==> src/rtl/mux_pkg.sv <==
// mux_pkg: shared mode constants and select-width helper for the stream mux
package mux_pkg;
  localparam int MODE_FIXED = 0;
  localparam int MODE_RR    = 1;
  function automatic int clog2_min1(input int n);
    return (n < 2) ? 1 : $clog2(n);
  endfunction
endpackage

==> src/rtl/rr_arbiter.sv <==
// rr_arbiter: one-hot round-robin grant, searching upward from ptr with wrap
module rr_arbiter
  import mux_pkg::*;
#(
  parameter  int CHANNELS = 4,
  localparam int SEL_W    = clog2_min1(CHANNELS)
) (
  input  logic [CHANNELS-1:0] i_req,
  input  logic [SEL_W-1:0]    i_ptr,
  input  logic                i_en,
  output logic [CHANNELS-1:0] o_gnt,
  output logic [SEL_W-1:0]    o_idx
);
  logic w_found;
  int   w_c;
  always_comb begin
    o_gnt   = '0;
    o_idx   = '0;
    w_found = 1'b0;
    w_c     = 0;
    for (int k = 0; k < CHANNELS; k++) begin
      w_c = int'(i_ptr) + k;
      w_c = (w_c >= CHANNELS) ? w_c - CHANNELS : w_c;
      if (i_en && !w_found && w_c < CHANNELS && i_req[w_c]) begin
        w_found    = 1'b1;
        o_gnt[w_c] = 1'b1;
        o_idx      = SEL_W'(w_c);
      end
    end
  end
endmodule

==> src/rtl/mux_nto1_stream.sv <==
// mux_nto1_stream: N:1 valid/ready stream mux with a single registered output
// stage, fixed-select or round-robin arbitration.
module mux_nto1_stream
  import mux_pkg::*;
#(
  parameter  int WIDTH    = 8,
  parameter  int CHANNELS = 4,
  parameter  int RR_MODE  = 1,
  localparam int SEL_W    = clog2_min1(CHANNELS)
) (
  input  logic                      clk,
  input  logic                      rst_n,
  input  logic [CHANNELS*WIDTH-1:0] in_data,
  input  logic [CHANNELS-1:0]       in_valid,
  output logic [CHANNELS-1:0]       in_ready,
  input  logic [SEL_W-1:0]          sel,
  output logic [WIDTH-1:0]          out_data,
  output logic                      out_valid,
  input  logic                      out_ready,
  output logic [SEL_W-1:0]          out_chan
);
  logic [CHANNELS-1:0] w_gnt;
  logic [SEL_W-1:0]    w_idx;
  logic [WIDTH-1:0]    w_mux;
  logic                w_load_en;
  logic                w_accept;
  logic [WIDTH-1:0]    r_data;
  logic [SEL_W-1:0]    r_chan;
  logic [SEL_W-1:0]    r_ptr;
  logic                r_valid;

  // Grants are masked during reset so in_ready stays low while rst_n is low.
  if (RR_MODE == MODE_RR) begin : g_rr
    rr_arbiter #(.CHANNELS(CHANNELS)) u_arb (
      .i_req(in_valid),
      .i_ptr(r_ptr),
      .i_en (rst_n),
      .o_gnt(w_gnt),
      .o_idx(w_idx)
    );
  end else begin : g_fix
    localparam int PAD = 1 << SEL_W;
    logic [PAD-1:0] w_vpad;
    logic [PAD-1:0] w_gpad;
    // Zero padding makes out-of-range sel values grant nothing.
    always_comb begin
      w_vpad         = PAD'(in_valid);
      w_gpad         = '0;
      w_gpad[sel]    = rst_n & w_vpad[sel];
      w_gnt          = w_gpad[CHANNELS-1:0];
      w_idx          = sel;
    end
  end

  always_comb begin
    w_mux = '0;
    for (int i = 0; i < CHANNELS; i++)
      if (w_gnt[i]) w_mux = in_data[i*WIDTH +: WIDTH];
  end

  assign w_load_en = !r_valid || out_ready;
  assign in_ready  = w_gnt & {CHANNELS{w_load_en}};
  assign w_accept  = |in_ready;

  always_ff @(posedge clk or negedge rst_n) begin
    if (!rst_n) begin
      r_valid <= 1'b0;
      r_data  <= '0;
      r_chan  <= '0;
      r_ptr   <= '0;
    end else if (w_load_en) begin
      r_valid <= w_accept;
      if (w_accept) begin
        r_data <= w_mux;
        r_chan <= w_idx;
        r_ptr  <= (int'(w_idx) == CHANNELS - 1) ? '0 : w_idx + SEL_W'(1);
      end
    end
  end

  assign out_data  = r_data;
  assign out_valid = r_valid;
  assign out_chan  = r_chan;
endmodule

==> config.mk <==
export PLATFORM = sky130hd
export DESIGN_NAME = mux_nto1_stream
export DESIGN_NICKNAME = d
export VERILOG_FILES = /design/src/rtl/mux_pkg.sv /design/src/rtl/rr_arbiter.sv /design/src/rtl/mux_nto1_stream.sv
export SDC_FILE = /design/constraint.sdc
export NUM_CORES = 1
export LEC_CHECK = 0
export ABC_CLOCK_PERIOD_IN_PS = 9390
export BUFFER_PORTS_ARGS = -buffer_cell sky130_fd_sc_hd__buf_2
export CAP_MARGIN = 0
export CORE_MARGIN = 1
export CORE_UTILIZATION = 52
export CTS_CLUSTER_SIZE = 20
export DETAILED_ROUTE_END_ITERATION = 8
export PLACE_DENSITY = 0.85
export SYNTH_ARGS = -nofsm -noshare
export SYNTH_HDL_FRONTEND = slang
export SYNTH_HIERARCHICAL = 1
export SYNTH_SLANG_ARGS = --single-unit
==> constraint.sdc <==
create_clock -name clk -period 9.39 [get_ports clk]
set_input_delay 1.878 -clock clk [delete_from_list [all_inputs] [get_ports clk]]
set_output_delay 1.878 -clock clk [all_outputs]
set_load 0.05 [all_outputs]
==> impl_metrics.tcl <==
set metrics [dict create \
    wl_per_cell_um 14.6 \
    fmax_mhz 171 \
    post-dp-hpwl_mm 2.57 \
    slew_violations 0 \
    yosys.area_share.adder 0.0723 \
    ys_warn_count 6 \
    synth-seq-cells 13 \
    drt_wl_total_mm 3.39 \
    p_sw_frac 0.551 \
    cts_resized 0 \
    synth-edff-count 0 \
    grt-ovfl-total 0 \
    drc 0 \
    period_minus_slack_ns 5.85 \
    required_ns 7.51 \
    antenna_found_initial 0 \
    critPathMaxFanout 18 \
    clock_path_buffers 2 \
    post_cts_buffers 0 \
    grt_pass1_wl_mm 4.98 \
    worstMarginPinSlew_ns 0.562 \
    fill_cells 198 \
    cts_hold_buf 0 \
    num_io_pins 56 \
    synth_top_cell_by_area "dfrtp_1" \
    power.internal_mw 0.283 \
    cp.arrival_ns 3.98 \
    synth_top_family_by_area "compound AO/OA/AOI/OAI gates" \
    syn_nets 208 \
    power_density_nw_per_um2 389 \
    ys_seq_area_frac 0.235 \
    seq_power_share 0.183 \
    antenna_cells 0 \
    fin_crit_sh 0.623 \
    muxShareOfSynthArea 0.103 \
    hold_class "flop to flop" \
    grt_pass1_vias 1138 \
    dr.pass1.iters 4 \
    slowest_stage "mux4_2" \
    ys.flop_type "dfrtp_1" \
    htree_levels 1 \
    synth_simple_gate_area_frac 0.184 \
    power_frac_comb 0.764 \
    vias_per_cell 6.12 \
    die_y_um 53.6 \
    tritoncts "done" \
    hold_violations 0 \
    cts-root-buf "clkbuf_4" \
    ir_drop_v 0.000314 \
    switchingPower_mw 0.347 \
    rsz0062_at_grt "false" \
    synth_xor_area_frac 0 \
    maxCapViolations 0 \
    endpoint_kind "output pin" \
    critPathKind "input port to output pin" \
    drive_above_1_share 0.356 \
    ys_types 37 \
    clkLatencyLatePin_ns 0.27 \
    die_w_um 53.6 \
    rows 18 \
    grt_use_total 0.231 \
    cts_buffers 3 \
    placedCellCount 228 \
    port_buffers 53 \
    netlist_instances 159 \
    p_clk_frac 0.053 \
    synth_area_per_cell_um2 8.71 \
    async_flop_share 1.00 \
    cpLargestDelayFamily "compound AO/OA/AOI/OAI gates" \
    layout.nets 252 \
    startpoint_type "input port" \
    final.setup.tns_ns 0 \
    synth_compound_area_frac 0.299 \
    start_util 0.554 \
    ant_nets 0 \
    leakage_nw 0.761 \
    clock_skew_ns 0.00513 \
    path_cells "buf_2, mux4_2, or2_4, a211oi_4, a221o_2, and2_1, buf_2" \
    clkTransAtPathRegs_ns 0.07 \
    core_um2 2500 \
    vias 1419 \
    grt_max_degree 19 \
    crit_path_max_incr_delay_ns 0.55 \
    synthToLayoutAreaGrowth_pct 16.9 \
    stdcell_count 232 \
    synth_top_area_frac 0.235 \
    die_area_um2 2870 \
    synth.cell_area_um2 1390 \
    slew_headroom 0.625 \
    cp.buffers_inverters 2 \
    drtIter0Drc 53 \
    routabilityCongestion 0.842 \
    status "complete, no violations" \
    ys_top_cells_by_area "dfrtp_1, a21oi_1, ha_1" \
    crit_top_cell "buf_2" \
    finalSetupViolCount 0 \
    cts.sinks 13 \
]
registers in the layout, indices dropped and copies added, names as in the netlist:
signal and count:
r_ptr 2, out_valid 1, out_data 8, out_chan 2
worst paths after layout:
check | endpoint | slack [ns] | depth (start not counted) | startpoint
max reg2reg | out_chan[1] | 5.52 | 9 | r_ptr[0]
max | in_ready[3] | 3.54 | 7 | in_valid[0]
min reg2reg | out_chan[0] | 0.52 | 1 | out_chan[0]
min | out_chan[0] | 0.52 | 1 | out_chan[0]
max in group asynchronous | out_data[5] | 7.66 | 1 | rst_n
min in group asynchronous | out_data[3] | 1.49 | 1 | rst_n
power by group through the flow:
stage | clock, mW | sequential, mW | combinational, mW
after global routing | 0.0366 | 0.119 | 0.518
after CTS | 0.0343 | 0.115 | 0.479
after global placement | 0 | 0.113 | 0.460
final | 0.0336 | 0.115 | 0.481
after detailed placement | 0 | 0.116 | 0.477
after floorplan | 0 | 0.189 | 0.333
logic make-up (layout without fill, tap and decap cells):
| kind of cell | after synthesis | after routing |
|---|---|---|
| AO/OA/AOI/OAI | 57 | 57 |
| adder cells (fa/ha/maj) | 8 | 8 |
| buffers and inverters | 28 | 71 |
| flip-flops | 13 | 13 |
| multiplexers | 10 | 10 |
| AND/OR/NAND/NOR | 43 | 43 |
through the flow:
| stage | util | power [mW] | setup WS [ns] | hold slack (ns) | area [um2] |
|---|---|---|---|---|---|
| after global placement | 0.637 | 0.573 | 3.63 | 0.485 | 1590 |
| after detailed placement | 0.637 | 0.593 | 3.57 | 0.515 | 1590 |
| after floorplan | - | 0.522 | 3.38 | 0.645 | 1390 |
| after global routing | 0.648 | 0.673 | 3.42 | 0.552 | 1620 |
| after CTS | 0.648 | 0.628 | 3.57 | 0.532 | 1620 |
| final | 0.648 | 0.630 | 3.54 | 0.520 | 1620 |
final cells by class:
type,count,area [um2],share of cell area
Clock buffer,4,26.3,0.0162
Inverter,14,52.6,0.0325
Multi-Input combinational cell,118,912,0.563
Sequential cell,13,325,0.201
Tap cell,30,37.5,0.0232
Timing Repair Buffer,53,265,0.164
placed cells by master, fill, tap and decap left out:
cell / instances
clkbuf_1: 1
a31o_2: 1
or4_4: 1
nand2_1: 14
o32a_1: 2
nor2_1: 2
a2bb2oi_1: 1
a31oi_1: 9
inv_1: 14
and2_4: 1
o21ai_0: 2
o311ai_0: 2
mux4_2: 1
o221ai_1: 1
nor3b_1: 1
mux4_1: 1
o22ai_1: 1
nor2b_1: 1
a221o_2: 4
nand2b_1: 4
and2_1: 4
clkbuf_4: 3
a311oi_1: 1
buf_2: 53
or3_1: 1
dfrtp_1: 13
a211oi_4: 1
nand3b_1: 12
mux2_2: 3
o2bb2ai_1: 1
a221o_1: 8
mux2i_1: 3
mux2_4: 2
ha_1: 8
or2_4: 1
a21oi_1: 23
nor2_2: 1
routing by layer:
metal	GRT usage	vias to the layer above	share of wire
li1	-	680	-
met1	0.330	691	0.45
met2	0.377	41	0.50
met3	0.00847	7	0.038
met4	0.0658	0	0.012
met5	0	-	0
Yosys cell counts (2+ instances only):
master,count
a31oi_1,9
a221o_1,8
and2_1,4
mux2_2,3
dfrtp_1,13
a221o_2,4
mux2_4,2
buf_6,5
mux2i_1,3
nor2_1,2
o32a_1,2
o21ai_0,2
buf_2,4
o311ai_0,2
nand3b_1,12
nand2_1,14
clkbuf_1,5
inv_1,14
ha_1,8
nand2b_1,4
a21oi_1,23
worst register-to-register path: stages, from the launching register on:
cell and delay (ns):
dfrtp_1 0.70, inv_1 0.24, ha_1 0.53, mux4_2 0.35, or2_4 0.17, nor2_2 0.07
a221o_2 0.54, or4_4 0.63, and2_4 0.25, mux2_4 0.30
No activity file was read; power rests on OpenSTA's default activity.
